==> src/rtl/raster_pkg.sv <==
// raster_pkg: FSM state encoding and centre-origin to screen coordinate helper for line_raster_stream
package raster_pkg;
  typedef enum logic [1:0] {IDLE, SETUP, WALK, DONE} state_t;
  function automatic int centre_to_screen(input int c, input int half, input bit flip);
    return flip ? half - c : half + c;
  endfunction
endpackage

==> src/rtl/bresenham_step.sv <==
// bresenham_step: combinational Bresenham advance; in: cur_x/cur_y, end_x/end_y, dx, dy, step_x/step_y, err; out: next_x/next_y, next_err, at_end
module bresenham_step #(
  parameter int CW = 15
) (
  input  logic signed [CW-1:0] cur_x,
  input  logic signed [CW-1:0] cur_y,
  input  logic signed [CW-1:0] end_x,
  input  logic signed [CW-1:0] end_y,
  input  logic signed [CW-1:0] dx,
  input  logic signed [CW-1:0] dy,
  input  logic signed [CW-1:0] step_x,
  input  logic signed [CW-1:0] step_y,
  input  logic signed [CW:0]   err,
  output logic signed [CW-1:0] next_x,
  output logic signed [CW-1:0] next_y,
  output logic signed [CW:0]   next_err,
  output logic                 at_end
);
  logic signed [CW+1:0] e2, err_e, dx_e, dy_e;
  logic mx, my;
  always_comb begin
    err_e = (CW+2)'(err);
    dx_e = (CW+2)'(dx);
    dy_e = (CW+2)'(dy);
    e2 = err_e <<< 1;
    mx = e2 > -dy_e;
    my = e2 < dx_e;
    next_x = mx ? cur_x + step_x : cur_x;
    next_y = my ? cur_y + step_y : cur_y;
    next_err = (CW+1)'(err_e - (mx ? dy_e : '0) + (my ? dx_e : '0));
    at_end = cur_x == end_x && cur_y == end_y;
  end
endmodule

==> src/rtl/line_raster_stream.sv <==
// line_raster_stream: Bresenham line walker emitting clipped on-screen pixels as a valid/ready stream
//   in : clk, rst, line_valid, start_x/start_y/end_x/end_y (signed, centre origin, +y up), line_color, pix_ready
//   out: line_ready, pix_valid, pix_x, pix_y, pix_color, pix_addr, done (end-of-segment pulse), busy
import raster_pkg::*;
module line_raster_stream #(
  parameter int COORD_W  = 13,
  parameter int SCREEN_W = 640,
  parameter int SCREEN_H = 480,
  parameter int COLOR_W  = 4,
  parameter int X_W      = $clog2(SCREEN_W),
  parameter int Y_W      = $clog2(SCREEN_H),
  parameter int ADDR_W   = $clog2(SCREEN_W*SCREEN_H)
) (
  input  logic                      clk,
  input  logic                      rst,
  input  logic                      line_valid,
  output logic                      line_ready,
  input  logic signed [COORD_W-1:0] start_x,
  input  logic signed [COORD_W-1:0] start_y,
  input  logic signed [COORD_W-1:0] end_x,
  input  logic signed [COORD_W-1:0] end_y,
  input  logic [COLOR_W-1:0]        line_color,
  output logic                      pix_valid,
  input  logic                      pix_ready,
  output logic [X_W-1:0]            pix_x,
  output logic [Y_W-1:0]            pix_y,
  output logic [COLOR_W-1:0]        pix_color,
  output logic [ADDR_W-1:0]         pix_addr,
  output logic                      done,
  output logic                      busy
);
  localparam int CW = COORD_W + 2;
  localparam logic signed [CW-1:0] SW = CW'(SCREEN_W);
  localparam logic signed [CW-1:0] SH = CW'(SCREEN_H);
  state_t state, state_n;
  logic signed [CW-1:0] cur_x, cur_y, end_x_r, end_y_r, dx, dy, step_x, step_y;
  logic signed [CW-1:0] dif_x, dif_y, abs_x, abs_y, nx, ny;
  logic signed [CW:0] err, nerr;
  logic [COLOR_W-1:0] color;
  logic in_bounds, at_end, adv;
  logic [ADDR_W-1:0] xa, ya;
  bresenham_step #(.CW(CW)) u_step (
    .cur_x(cur_x), .cur_y(cur_y), .end_x(end_x_r), .end_y(end_y_r),
    .dx(dx), .dy(dy), .step_x(step_x), .step_y(step_y), .err(err),
    .next_x(nx), .next_y(ny), .next_err(nerr), .at_end(at_end)
  );
  always_comb begin
    dif_x = end_x_r - cur_x;
    dif_y = end_y_r - cur_y;
    abs_x = dif_x[CW-1] ? -dif_x : dif_x;
    abs_y = dif_y[CW-1] ? -dif_y : dif_y;
    in_bounds = !cur_x[CW-1] && cur_x < SW && !cur_y[CW-1] && cur_y < SH;
    // clipped points advance without waiting for the sink
    adv = state == WALK && (!in_bounds || pix_ready);
    state_n = state;
    case (state)
      IDLE:    state_n = line_valid ? SETUP : IDLE;
      SETUP:   state_n = WALK;
      WALK:    state_n = adv && at_end ? DONE : WALK;
      default: state_n = IDLE;
    endcase
    line_ready = state == IDLE;
    busy = state != IDLE;
    done = state == DONE;
    pix_valid = state == WALK && in_bounds;
    pix_x = cur_x[X_W-1:0];
    pix_y = cur_y[Y_W-1:0];
    pix_color = color;
    xa = ADDR_W'(pix_x);
    ya = ADDR_W'(pix_y);
    // 640 = 512 + 128, so the row offset needs only two shifts and an add
    pix_addr = SCREEN_W == 640 ? (ya << 9) + (ya << 7) + xa : ADDR_W'(ya * SCREEN_W) + xa;
  end
  always_ff @(posedge clk)
    if (rst) begin
      state <= IDLE;
      cur_x <= '0;
      cur_y <= '0;
      end_x_r <= '0;
      end_y_r <= '0;
      dx <= '0;
      dy <= '0;
      step_x <= '0;
      step_y <= '0;
      err <= '0;
      color <= '0;
    end else begin
      state <= state_n;
      if (state == IDLE && line_valid) begin
        cur_x <= CW'(centre_to_screen(int'(start_x), SCREEN_W/2, 1'b0));
        cur_y <= CW'(centre_to_screen(int'(start_y), SCREEN_H/2, 1'b1));
        end_x_r <= CW'(centre_to_screen(int'(end_x), SCREEN_W/2, 1'b0));
        end_y_r <= CW'(centre_to_screen(int'(end_y), SCREEN_H/2, 1'b1));
        color <= line_color;
      end
      if (state == SETUP) begin
        dx <= abs_x;
        dy <= abs_y;
        step_x <= dif_x[CW-1] ? '1 : CW'(dif_x != 0);
        step_y <= dif_y[CW-1] ? '1 : CW'(dif_y != 0);
        err <= (CW+1)'(abs_x) - (CW+1)'(abs_y);
      end
      if (adv && !at_end) begin
        cur_x <= nx;
        cur_y <= ny;
        err <= nerr;
      end
    end
endmodule

==> config.mk <==
export PLATFORM = sky130hd
export DESIGN_NAME = line_raster_stream
export DESIGN_NICKNAME = d
export VERILOG_FILES = /design/src/rtl/raster_pkg.sv /design/src/rtl/bresenham_step.sv /design/src/rtl/line_raster_stream.sv
export SDC_FILE = /design/constraint.sdc
export NUM_CORES = 1
export LEC_CHECK = 0
export CORE_MARGIN = 3
export CORE_UTILIZATION = 60
export DETAILED_ROUTE_END_ITERATION = 7
export PLACE_DENSITY_LB_ADDON = 0.12
export SLEW_MARGIN = 20
export SYNTH_ARGS = -nofsm -noshare
export SYNTH_HDL_FRONTEND = slang
export SYNTH_SLANG_ARGS = --single-unit
==> constraint.sdc <==
create_clock -name clk -period 6.2 [get_ports clk]
set_clock_uncertainty 0.05 [all_clocks]
set_input_delay 0.93 -clock clk [delete_from_list [all_inputs] [get_ports clk]]
set_output_delay 0.93 -clock clk [all_outputs]
set_load 0.01 [all_outputs]
After elaboration in Yosys (flattened, before gate mapping)
Cells that the tools add are included.

storage, ports and cells
  register bits = 142
  input port bits = 60
  output and inout port bits = 46
  RAM bits = 0
  logic and storage cells = 77
  ROM bits = 0
  latch bits = 0
  memories kept = 0

cells by class
  reductions and logical operators = 22
  mux-type cells = 17
  shift-type cells = 0
  add/sub/neg operators = 16
  divide/modulo/power cells = 0
  multiply operators = 0
  magnitude comparators = 4
  bitwise gates (word level) = 0
  equal/unequal tests = 7

operators with widths
  operator                                              number
  two-way mux 15 bit                                    10
  two-way mux 16 bit                                    4
  nonzero test 32 bit                                   2
  adder 15 bit                                          2
  == test 15 bit                                        2
  negation 15 bit                                       2
  subtractor 15 bit                                     2
  adder 10 x 13 -> 14 bit, first input constant         2
  subtractor 9 x 13 -> 14 bit, first input constant     2
  adder 18 x 16 -> 19 bit                               1
  adder 19 x 10 -> 19 bit                               1
  > comparator 17 bit                                   1
  < comparator 17 x 15 -> 1 bit                         1
  negation 15 -> 17 bit                                 1
  adder 16 bit                                          1
  subtractor 15 x 15 -> 16 bit                          1
  subtractor 16 bit                                     1
  < comparator 15 x 10 -> 1 bit, second input constant  1
  < comparator 15 x 11 -> 1 bit, second input constant  1
  logical AND 1 bit                                     9
  case mux 2 bit (3 select lines)                       1
  nonzero test 2 bit                                    3
  == test 2 bit, second input constant                  2
  zero test 1 bit                                       4
  6 further kinds                                       9

Longest topological paths before layout
Gate-level depths: netlist (run 1).

  depth after elaboration = 10
  gate-level depth with buffers = 27
  gate-level depth less buffers = 25

Hierarchy
Synthesis (run 1) repeated with hierarchy kept, for this count alone.

second synthesis, totals
  cells, all modules = 1690
  area total of the unflattened synthesis = 12849.8 um2

by module, submodules not included
  module              area each (um2)  cells an instance  instances  sequential area each (um2)
  line_raster_stream  8599.5           1111               1          2282.2
  bresenham_step      4250.3           579                1          0.0

Least setup slack after synthesis (run 1)
No wires, ideal clock.

  kind = register to register
  from = register dy[2]
  to = register err[15]
  data arrival time = 5.371 ns
  slack = 0.678 ns
  buffers on the path = 2
  period minus slack after synthesis = 5.522 ns
  required time = 6.049 ns
  stages on the path, launching flop included = 27
  library setup time = 0.101 ns
  cells stage by stage = dfxtp_1 -> nor4_1 -> nand3_1 -> nor2_1 -> xor2_1 -> ha_1 -> and3_1 -> nand3_1 -> nor2_1 -> a21oi_1 -> o211ai_1 -> a41o_1 -> clkbuf_1 -> clkbuf_1 -> and2_1 -> fa_1 -> inv_1 -> ha_1 -> a21o_1 -> a21o_1 -> a21o_1 -> a21oi_1 -> o31a_1 -> o211ai_1 -> mux2i_1 -> or4_1 -> o41ai_1

on the way
  longest elaborated chain between the ends = 6

RTL lines
  element                   line                       text
  start: declaration        line_raster_stream.sv:36   logic signed [CW-1:0] cur_x, cur_y, end_x_r, end_y_r, dx, dy, step_x, step_y;
  start signal: assignment  line_raster_stream.sv:98   dy <= abs_y;
  negation 15 -> 17 bit     bresenham_step.sv:26       mx = e2 > -dy_e;
  > comparator 17 bit       bresenham_step.sv:26
  two-way mux 16 bit *      bresenham_step.sv:30       next_err = (CW+1)'(err_e - (mx ? dy_e : '0) + (my ? dx_e : '0));
  subtractor 16 bit *       bresenham_step.sv:30
  adder 16 bit *            bresenham_step.sv:30
  two-way mux 16 bit *      line_raster_stream.sv:103  if (adv && !at_end) begin
  end signal: assignment    line_raster_stream.sv:101  err <= (CW+1)'(abs_x) - (CW+1)'(abs_y);
  end signal: assignment    line_raster_stream.sv:106  err <= nerr;
  end: declaration          line_raster_stream.sv:38   logic signed [CW:0] err, nerr;

Mark *: on every way between the ends. The rest lies on a longest branch, timed or not.
A chain may end at the register's enable or synchronous reset.

Worst setup path after layout (run 1)
  from = register dy[6]
  to = register err[15]

Same word-level chain as after synthesis.

==> reports/metrics.cfg, run 1 <==
[job]
cap_violations=0

[grt]
first_global_vias=10600
grt_pass1_wl_microns=53900
grt_max_degree=83
grt-ovfl-total=0
groute.usage.overall_pct=30.5
antenna_found_initial=0

[synthesis]
synth_ff_type=dfxtp_1
syn_avg_cell_area_sq_um=7.68
yosysSeqAreaShare_pct=19.1
syn-num-nets=1787
ys_ff_latch=114
syn_area_sq_um=11900
synth-async-reset-ratio_pct=0
ys_types=76
yosysWarnings=0
synth_edf_count=0
syn_inst=1556

[timing]
min_period_over_period_pct=93.0
rsz0062_at_grt=no
fmax_ghz=0.173
tightest_slew_ns=1.01
slew_viol_final=0
setup_viol=0
finalHoldViolCount=0
period_needed_ns=5.77
slew_headroom_pct=32.7
tns_ns=0

[final_layout]
nets=1851
n_antenna_cell=0
layout_common_cells=163 x nor2_1, 148 x ha_1, 139 x inv_1
layout_commonest_cell=nor2_1
drive_gt1_share_pct=5.51
final_util_pct=71.5
synthToLayoutAreaGrowth_pct=14.6

[power]
cellLeakagePower_nw=5.89
irDropWorstVdd_v=0.000443
cellPowerDensity_nw_per_um2=582

[setup_path]
cp_data_required_time_ns=6.48
path_max_fanout=8
crit_path_end_kind=flop
crit_start=dy[6]$_SDFFE_PP0P_
arrival_ns=6.04
worstSetupPathType=flop to flop
r2r-start=dy[6]$_SDFFE_PP0P_
crit_path_start_kind=flop

[clock_network]
clock_sinks=114
cts_tree=built
clock_path_buffers=2
ctsHoldBuffers=0
cts_buffers=17
clk_pin_slew_ns=0.06
cts-htree-levels=4
clkLatencyLatePin_ns=0.43
cts_root_buf=clkbuf_16

[place]
dpl.hpwl_microns=25500
place.port_buffers=105
gp_congestion=0.946

[floorplan]
fp-row-count=50
dieWidth_microns=147
start_util_pct=62.4
io_pins=106
core_area_sq_um=19100
die_area_sq_um=21600
die_h_microns=147

[drt]
post_drt_wl_per_cell_microns=17.5
dr_total_vias=11400
dr.pass1.iters=5
viasPerCell=6.01
wirelength_microns=33200
ant_nets=0
drt_iter0_drc=890
drc=0

[status]
status=complete, no violations

[hold_path]
min_path_type=flop to flop
min-delay-start=pix_color[3]$_SDFFE_PP0P_

power by group:
| part | switching, W | internal (W) |
|---|---|---|
| Combinational | 0.00342 | 0.00246 |
| Clock | 0.000400 | 0.000635 |
| Sequential | 0.000184 | 0.000863 |
| Total | 0.00400 | 0.00395 |
cell usage after synthesis, types with 35 or more instances:
master,count,area (sq um)
a211oi_1,50,375
o21ai_0,48,240
nand2_1,138,518
ha_1,149,1860
clkbuf_1,36,135
inv_1,139,522
nor2_1,163,612
a21oi_1,125,626
nor3_1,35,175
xor2_1,52,455
dfxtp_1,114,2280
xnor2_1,79,692
what timing repair did:
action,in CTS,in global routing
buffers inserted,0,4
endpoints found under the hold margin,0,0
gates resized for setup,0,3
setup endpoints to repair,0,3
state kept, by name (all words and copies together) (netlist names):
| name | cells |
|---|---|
| err | 16 |
| pix_color | 4 |
| cur_x | 15 |
| end_x_r | 14 |
| step_y | 2 |
| dx | 15 |
| dy | 15 |
| state | 2 |
| end_y_r | 14 |
| cur_y | 15 |
| step_x | 2 |
worst paths after layout:
path	to	slack, ns	cells past startpoint
worst max-delay path	err[15]$_SDFFE_PP0P_	0.43	24
worst min-delay path	pix_color[3]$_SDFFE_PP0P_	0.40	2
worst max register to register	err[15]$_SDFFE_PP0P_	0.43	24
worst min register to register	pix_color[3]$_SDFFE_PP0P_	0.40	2
critical path, stage by stage, from the launching register on:
cell	delay, ns
dfxtp_1	0.38
nor4_2	0.42
nand3_1	0.19
nor2_1	0.15
xor2_1	0.18
ha_1	0.27
and3_1	0.20
nand3_1	0.10
nor2_1	0.07
a21oi_1	0.13
o211ai_1	0.11
a41o_1	0.32
and2_1	0.21
fa_1	0.50
inv_1	0.07
ha_1	0.28
a21o_1	0.10
a21oi_1	0.10
o21ai_0	0.43
nand2_1	0.12
o31a_1	0.34
o211ai_1	0.28
mux2i_1	0.12
or4_1	0.48
o41ai_1	0.07
kinds of logic after synthesis:
logic type / Yosys count / share of synthesized area [%]
multiplexers: 16 / 1.35
adder cells (fa/ha/maj): 171 / 19.3
buffers and inverters: 219 / 7.86
AO/OA/AOI/OAI: 400 / 22.7
flip-flops: 114 / 19.1
XOR/XNOR: 131 / 9.61
AND/OR/NAND/NOR: 505 / 20.1
stage by stage:
step / area, sq um / cells / hold WS [ns] / power (W) / setup WS (ns)
global placement: 13000 / 1857 / 0.392 / 0.00664 / 0.514
detailed placement: 13000 / 1857 / 0.397 / 0.00675 / 0.305
floorplan: 11900 / 1556 / 0.386 / 0.00530 / 0.678
global route: 13700 / 1893 / 0.417 / 0.00862 / 0.0227
finish: 13700 / 1893 / 0.404 / 0.00796 / 0.432
CTS: 13600 / 1889 / 0.404 / 0.00784 / 0.232
metal layers:
metal	track usage [%]	vias up	part of all wire, %
li1	-	5619	-
met1	41.6	5311	45
met2	50.7	399	46
met3	4.78	52	6.6
met4	8.15	0	2.2
met5	0	-	0
cell type report:
cell class / instances / area, sq um
tap: 260 / 325
fill: 1594 / 5460
multi-input combinational: 1223 / 8750
clock buffer: 17 / 425
clock inverter: 15 / 181
inverter: 140 / 526
sequential: 114 / 2280
timing repair buffer: 124 / 1190
Note: power is estimated with default switching activity, not from simulation.
==> run 2: changes to the inputs <==
- CORE_MARGIN: 3 -> default
==> reports/metrics.cfg, run 2 (synthesized netlist as in run 1, its figures left out) <==
[floorplan]
start_util_pct=61.4  ; -1.0 points
io_pins=106  ; unchanged
die_area_sq_um=20500  ; -5.4%
fp-row-count=51  ; +2.0%
dieWidth_microns=143  ; -2.7%
core_area_sq_um=19500  ; +1.7%
die_h_microns=143  ; -2.7%

[final_layout]
nets=1849  ; -0.11%
layout_commonest_cell=nor2_1
regArea_sq_um=2280  ; unchanged
largest_reg_flops=16  ; unchanged
drive_gt1_share_pct=5.27  ; -0.24 points
instances_no_fill=1896  ; +0.16%
regMostFlops=err
final_util_pct=70.3  ; -1.2 points
layout_common_cells=162 x nor2_1, 148 x ha_1, 139 x inv_1
synthToLayoutAreaGrowth_pct=14.5  ; about the same
n_antenna_cell=0  ; unchanged
multi_input_area_sq_um=8760  ; +0.11%
nFillCells=1653  ; +3.7%

[timing]
min_period_over_period_pct=95.3  ; +2.3 points
slew_viol_final=0  ; unchanged
fmax_ghz=0.169  ; -2.4%
hold_slack_ns=0.403  ; -0.000661 ns
setup_viol=0  ; unchanged
finalHoldViolCount=0  ; unchanged
worst_slack_ns=0.291  ; -0.141 ns
tightest_slew_ns=1.03  ; +0.0174 ns
period_needed_ns=5.91  ; +0.141 ns
slew_headroom_pct=31.6  ; -1.2 points

[place]
place.port_buffers=105  ; unchanged
dp_cells=1861  ; +0.22%
dp_worst_setup_slack_ns=0.320  ; +0.0154 ns
dpl.hpwl_microns=25400  ; -0.64%
gp_congestion=0.954  ; +0.80%

[drt]
drt_iter0_drc=769  ; -14%
viasPerCell=5.97  ; -0.68%
wirelength_microns=33200  ; +0.12%
ant_nets=0  ; unchanged
drc=0  ; unchanged
dr.pass1.iters=6  ; +1
dr_total_vias=11300  ; -0.53%
post_drt_wl_per_cell_microns=17.5  ; about the same

[clock_network]
clock_path_buffers=2  ; unchanged
cts_buffers=17  ; unchanged
cts-htree-levels=4  ; unchanged
clk_pin_slew_ns=0.06  ; about the same
clkLatencyLatePin_ns=0.43  ; about the same
cts_tree=built
ctsHoldBuffers=0  ; unchanged
clock_sinks=114  ; unchanged
cts_root_buf=clkbuf_16

[job]
cap_violations=0  ; unchanged

[grt]
grt_max_degree=63  ; -24%
grt_pass1_wl_microns=52900  ; -2.0%
groute.usage.overall_pct=33.2  ; +2.7 points
grt-ovfl-total=0  ; unchanged
antenna_found_initial=0  ; unchanged
first_global_vias=10300  ; -2.7%

[power]
cellPowerDensity_nw_per_um2=578  ; -0.57%
irDropWorstVdd_v=0.000416  ; -6.3%
cellLeakagePower_nw=5.88  ; -0.24%
total_power_w=0.00791  ; -0.64%

[setup_path]
worstSetupPathType=flop to flop
arrival_ns=6.19  ; +0.15 ns
crit_path_end_kind=flop
crit_start=dy[2]$_SDFFE_PP0P_
r2r-start=dy[2]$_SDFFE_PP0P_
cp_data_required_time_ns=6.48  ; about the same
r2r_end=err[14]$_SDFFE_PP0P_
path_max_fanout=8  ; unchanged
reg2regPathDepth=27  ; +13%
r2r_setup_slack_ns=0.29  ; -0.14 ns
endpoint=err[14]$_SDFFE_PP0P_
crit_path_start_kind=flop

[status]
status=complete, no violations

[hold_path]
min_path_type=flop to flop

run 2: cell type report:
cell class / instances / share of cell area, %
Tap cell: 265 / 2.42
Inverter: 140 / 3.84
Clock inverter: 10 / 0.970
Sequential cell: 114 / 16.7
Multi-Input combinational cell: 1223 / 64.1
Clock buffer: 22 / 3.39
Timing Repair Buffer: 122 / 8.60
run 2: timing repair:
item / 4_1_cts / 5_1_grt
buffers inserted: 0 / 3
endpoints found under the setup margin: 0 / 3
gates resized for setup: 0 / 6
run 2: report_power, final:
part / leakage, nW / internal [W] / switching, W
combinational: 4.66 / 0.00243 / 0.00342
sequential: 0.937 / 0.000863 / 0.000182
clock: 0.286 / 0.000650 / 0.000368
total: 5.88 / 0.00394 / 0.00397
run 2: metrics by stage:
stage | cell area [sq um] | setup TNS, ns
after global routing | 13700 | -0.0852
after CTS | 13600 | 0
after detailed placement | 13000 | 0
final | 13700 | 0
after floorplan | 11900 | 0
after global placement | 13000 | 0
run 2: critical path, cell delays in order (launching register included):
cell	delay (ns)
dfxtp_1	0.37
nor4_1	0.30
buf_4	0.20
nand3_1	0.16
nor2_2	0.18
xor2_1	0.20
ha_1	0.27
and3_1	0.20
nand3_1	0.12
nor2_1	0.08
a21oi_1	0.18
o211ai_1	0.13
a41o_2	0.32
buf_4	0.19
and2_1	0.17
ha_1	0.26
inv_1	0.04
ha_1	0.22
fa_1	0.41
a21o_1	0.20
a21oi_1	0.22
o21bai_1	0.11
a21oi_2	0.28
o21ba_2	0.19
o21ai_0	0.15
a31oi_1	0.23
xor2_1	0.09
a221oi_1	0.28
run 2: how the worst min path moves through the flow:
stage,end,cells after the start,start,slack [ns]
6_report,pix_color[3]$_SDFFE_PP0P_,2,pix_color[3]$_SDFFE_PP0P_,0.40
5_1_grt,end_y_r[0]$_SDFFE_PP0P_,2,end_y_r[0]$_SDFFE_PP0P_,0.42
4_1_cts,pix_color[3]$_SDFFE_PP0P_,2,pix_color[3]$_SDFFE_PP0P_,0.40
3_5_place_dp,pix_color[2]$_SDFFE_PP0P_,2,pix_color[2]$_SDFFE_PP0P_,0.40
3_3_place_gp,pix_color[2]$_SDFFE_PP0P_,2,pix_color[2]$_SDFFE_PP0P_,0.39
2_1_floorplan,end_x_r[8]$_SDFFE_PP0P_,2,end_x_r[8]$_SDFFE_PP0P_,0.39
run 2: layer usage:
layer  vias to the layer above  GRT usage (%)  routed length (microns)  share of wire [%]
met1                      5255           42.9                    14800                 45
li1                       5614              -                        -                  -
met3                        71           7.08                     2250                6.8
met4                         0           14.2                     1280                3.8
met2                       381           53.3                    14900                 45
met5                         -              0                        0                  0
==> run 3: changes to the inputs <==
--- a/config.mk
+++ b/config.mk
@@ -7,2 +7,3 @@
 export LEC_CHECK = 0
+export ABC_AREA = 1
 export CORE_UTILIZATION = 60
--- a/constraint.sdc
+++ b/constraint.sdc
@@ -4,2 +4,2 @@
 set_output_delay 0.93 -clock clk [all_outputs]
-set_load 0.01 [all_outputs]
+set_load 0.05 [all_outputs]
==> reports/metrics.cfg, run 3 <==
[final_layout]
drive_gt1_share_pct=3.78  ; -1.5 points
final_cell_area_sq_um=14900  ; +9.3%
nFillCells=1944  ; +18%
n_antenna_cell=0  ; unchanged
nets=2415  ; +31%
instances_no_fill=2472  ; +30%
largest_reg_flops=16  ; unchanged
regMostFlops=err
layout_commonest_cell=nand2_1
layout_common_cells=481 x nand2_1, 344 x inv_1, 240 x nor2_1
synthToLayoutAreaGrowth_pct=13.4

[job]
cap_violations=0  ; unchanged

[grt]
antenna_found_initial=0  ; unchanged
grt_max_degree=44  ; -30%
groute.usage.overall_pct=36.6  ; +3.3 points
first_global_vias=12900  ; +25%
grt_pass1_wl_microns=64200  ; +21%
grt-ovfl-total=0  ; unchanged

[setup_path]
arrival_ns=5.96  ; -0.23 ns
cp_data_required_time_ns=6.53  ; +0.05 ns
crit_path_start_kind=flop
path_max_fanout=10  ; +2
cp.depth=30  ; +11%
worstSetupPathType=flop to flop
worst_path_most_repeated_cell=nand3_1
cp_num_buf_inv=3  ; unchanged
crit_path_end_kind=flop
crit_path_max_incr_delay_ns=0.51  ; +0.10 ns
critical-path-top-delay-family=simple AND/OR/NAND/NOR gates
reg2regPathDepth=30  ; +11%
cp_slowest_cell=fa_1

[synthesis]
synth_edf_count=0  ; unchanged
ys_types=48  ; -37%
ys_ff_latch=114  ; unchanged
yosysWarnings=0  ; unchanged
synth_ff_type=dfxtp_1
syn_avg_cell_area_sq_um=6.21  ; -19%
post-synth-top-count-cell=nand2_1
post-synth-top-area-cell=dfxtp_1
yosysSeqAreaShare_pct=17.3  ; -1.8 points
syn_area_sq_um=13200  ; +10%
yosysTopAreaCellShare_pct=17.3  ; -1.8 points
ys_top_cells_by_area=dfxtp_1 17%, ha_1 14%, nand2_1 14%
syn_inst=2121  ; +36%
synth-async-reset-ratio_pct=0  ; unchanged
syn-num-nets=2352  ; +32%
synth_common_cells=482 x nand2_1, 345 x inv_1, 240 x nor2_1

[drt]
wirelength_microns=39900  ; +20%
post_drt_wl_per_cell_microns=16.1  ; -7.8%
dr_total_vias=13800  ; +22%
drt_iter0_drc=1032  ; +34%
viasPerCell=5.60  ; -6.3%
ant_nets=0  ; unchanged
dr.pass1.iters=6  ; unchanged
drc=0  ; unchanged

[floorplan]
dieWidth_microns=150  ; +5.0%
die_area_sq_um=22600  ; +10%
die_h_microns=150  ; +5.0%
start_util_pct=61.9  ; +0.52 points
fp-row-count=53  ; +3.9%
core_area_sq_um=21300  ; +9.4%
io_pins=106  ; unchanged

[clock_network]
clock_path_buffers=2  ; unchanged
cts-htree-levels=4  ; unchanged
cts_root_buf=clkbuf_16
clock_sinks=114  ; unchanged
cts_setup_buffers=0  ; unchanged
clk_pin_slew_ns=0.06  ; about the same
cts_buffers=17  ; unchanged
cts_tree=built
clkLatencyLatePin_ns=0.43  ; about the same
ctsHoldBuffers=0  ; unchanged

[place]
dp_cells=2440  ; +31%
dp_worst_setup_slack_ns=0.480  ; +0.160 ns
place.port_buffers=105  ; unchanged
dpl.hpwl_microns=31100  ; +23%
gp_congestion=0.950  ; -0.40%
place_area_sq_um=14200  ; +9.2%

[timing]
min_period_over_period_pct=90.8  ; -4.5 points
tns_ns=0  ; unchanged
worst_slack_ns=0.571  ; +0.280 ns
finalHoldViolCount=0  ; unchanged
setup_viol=0  ; unchanged
fmax_ghz=0.178  ; +5.0%
period_needed_ns=5.63  ; -0.280 ns
tightest_slew_ns=0.887  ; -0.140 ns
slew_headroom_pct=40.3  ; +8.7 points
rsz0062_at_grt=no
slew_viol_final=0  ; unchanged

[hold_path]
hold-path-cell-count=2  ; unchanged
min_path_type=flop to flop

[power]
irDropWorstVdd_v=0.000313  ; -25%
cellLeakagePower_nw=7.98  ; +36%
cellPowerDensity_nw_per_um2=545  ; -5.7%

[status]
status=complete, no violations

## run 3: cell count changes in the layout (fill, tap and decap cells not counted), sizes merged, moves of 18 or more
cell    previous run  this run
nand2            138       490
inv              140       352
nand3             31       145
o21ai             50       163
nor2             164       250
xnor2             79        22
a211oi            54         2
xor2              52        77
and2              23         1
nor2b             21         0
nand2b            19         0
nand4             14        32
## run 3: path summary, 6_finish.rpt
| check | startpoint | to | slack (ns) |
|---|---|---|---|
| min | end_x_r[0]$_SDFFE_PP0P_ | end_x_r[0]$_SDFFE_PP0P_ | 0.41 |
| max | dy[0]$_SDFFE_PP0P_ | err[12]$_SDFFE_PP0P_ | 0.57 |
| min reg2reg | end_x_r[0]$_SDFFE_PP0P_ | end_x_r[0]$_SDFFE_PP0P_ | 0.41 |
| max reg2reg | dy[0]$_SDFFE_PP0P_ | err[12]$_SDFFE_PP0P_ | 0.57 |
## run 3: cells by family (layout without fill, tap and decap cells)
logic type,after synthesis,in the layout,synth area share (%)
flops,114,114,17.3
fa+ha+maj,171,171,17.5
buf+inv,424,500,13.3
xor+xnor,99,99,6.58
simple gates,962,962,31.0
compound gates,351,351,14.3
## run 3: worst reg2reg max path: cells and delay by family, from the launching register on
kind,cells,cell delay [ns]
compound gates,2,0.45
xor+xnor,1,0.18
fa+ha+maj,4,1.51
buf+inv,3,0.29
flops,1,0.31
simple gates,20,2.81
## run 3: what timing repair did
action	4_1_cts	5_1_grt
endpoints found under the hold margin	0	0
gates resized for setup	0	2
setup endpoints to repair	0	4
## run 3: layout make-up
class | instances | area (sq um) | share of cell area [%]
tap | 275 | 344 | 2.30
sequential | 114 | 2280 | 15.3
multi-input combinational | 1583 | 9160 | 61.3
clock buffer | 22 | 454 | 3.04
clock inverter | 10 | 253 | 1.69
inverter | 352 | 1320 | 8.84
timing repair buffer | 116 | 1130 | 7.59
## run 3: routing by layer
| metal | share of wire, % | vias up | global-route usage (%) |
|---|---|---|---|
| met2 | 46 | 507 | 62.8 |
| met1 | 42 | 6318 | 44.6 |
| met3 | 7.9 | 96 | 7.00 |
| met4 | 3.4 | 0 | 15.2 |
| met5 | 0 | - | 0 |
| li1 | - | 6911 | - |
## run 3: stage by stage
stage                     hold WS (ns)  power (W)  util (%)
final                            0.414    0.00815      70.2
after global placement           0.398    0.00662      66.8
after CTS                        0.415    0.00799      70.2
after global routing             0.442    0.00883      70.2
after detailed placement         0.408    0.00673      66.8
after floorplan                  0.383    0.00528         -
## run 3: report_power, final
part	total [W]	internal, W	switching, W	leakage (nW)
combinational	0.00589	0.00198	0.00391	6.70
clock	0.00122	0.000845	0.000379	0.339
sequential	0.00104	0.000860	0.000176	0.941
total	0.00815	0.00368	0.00447	7.98
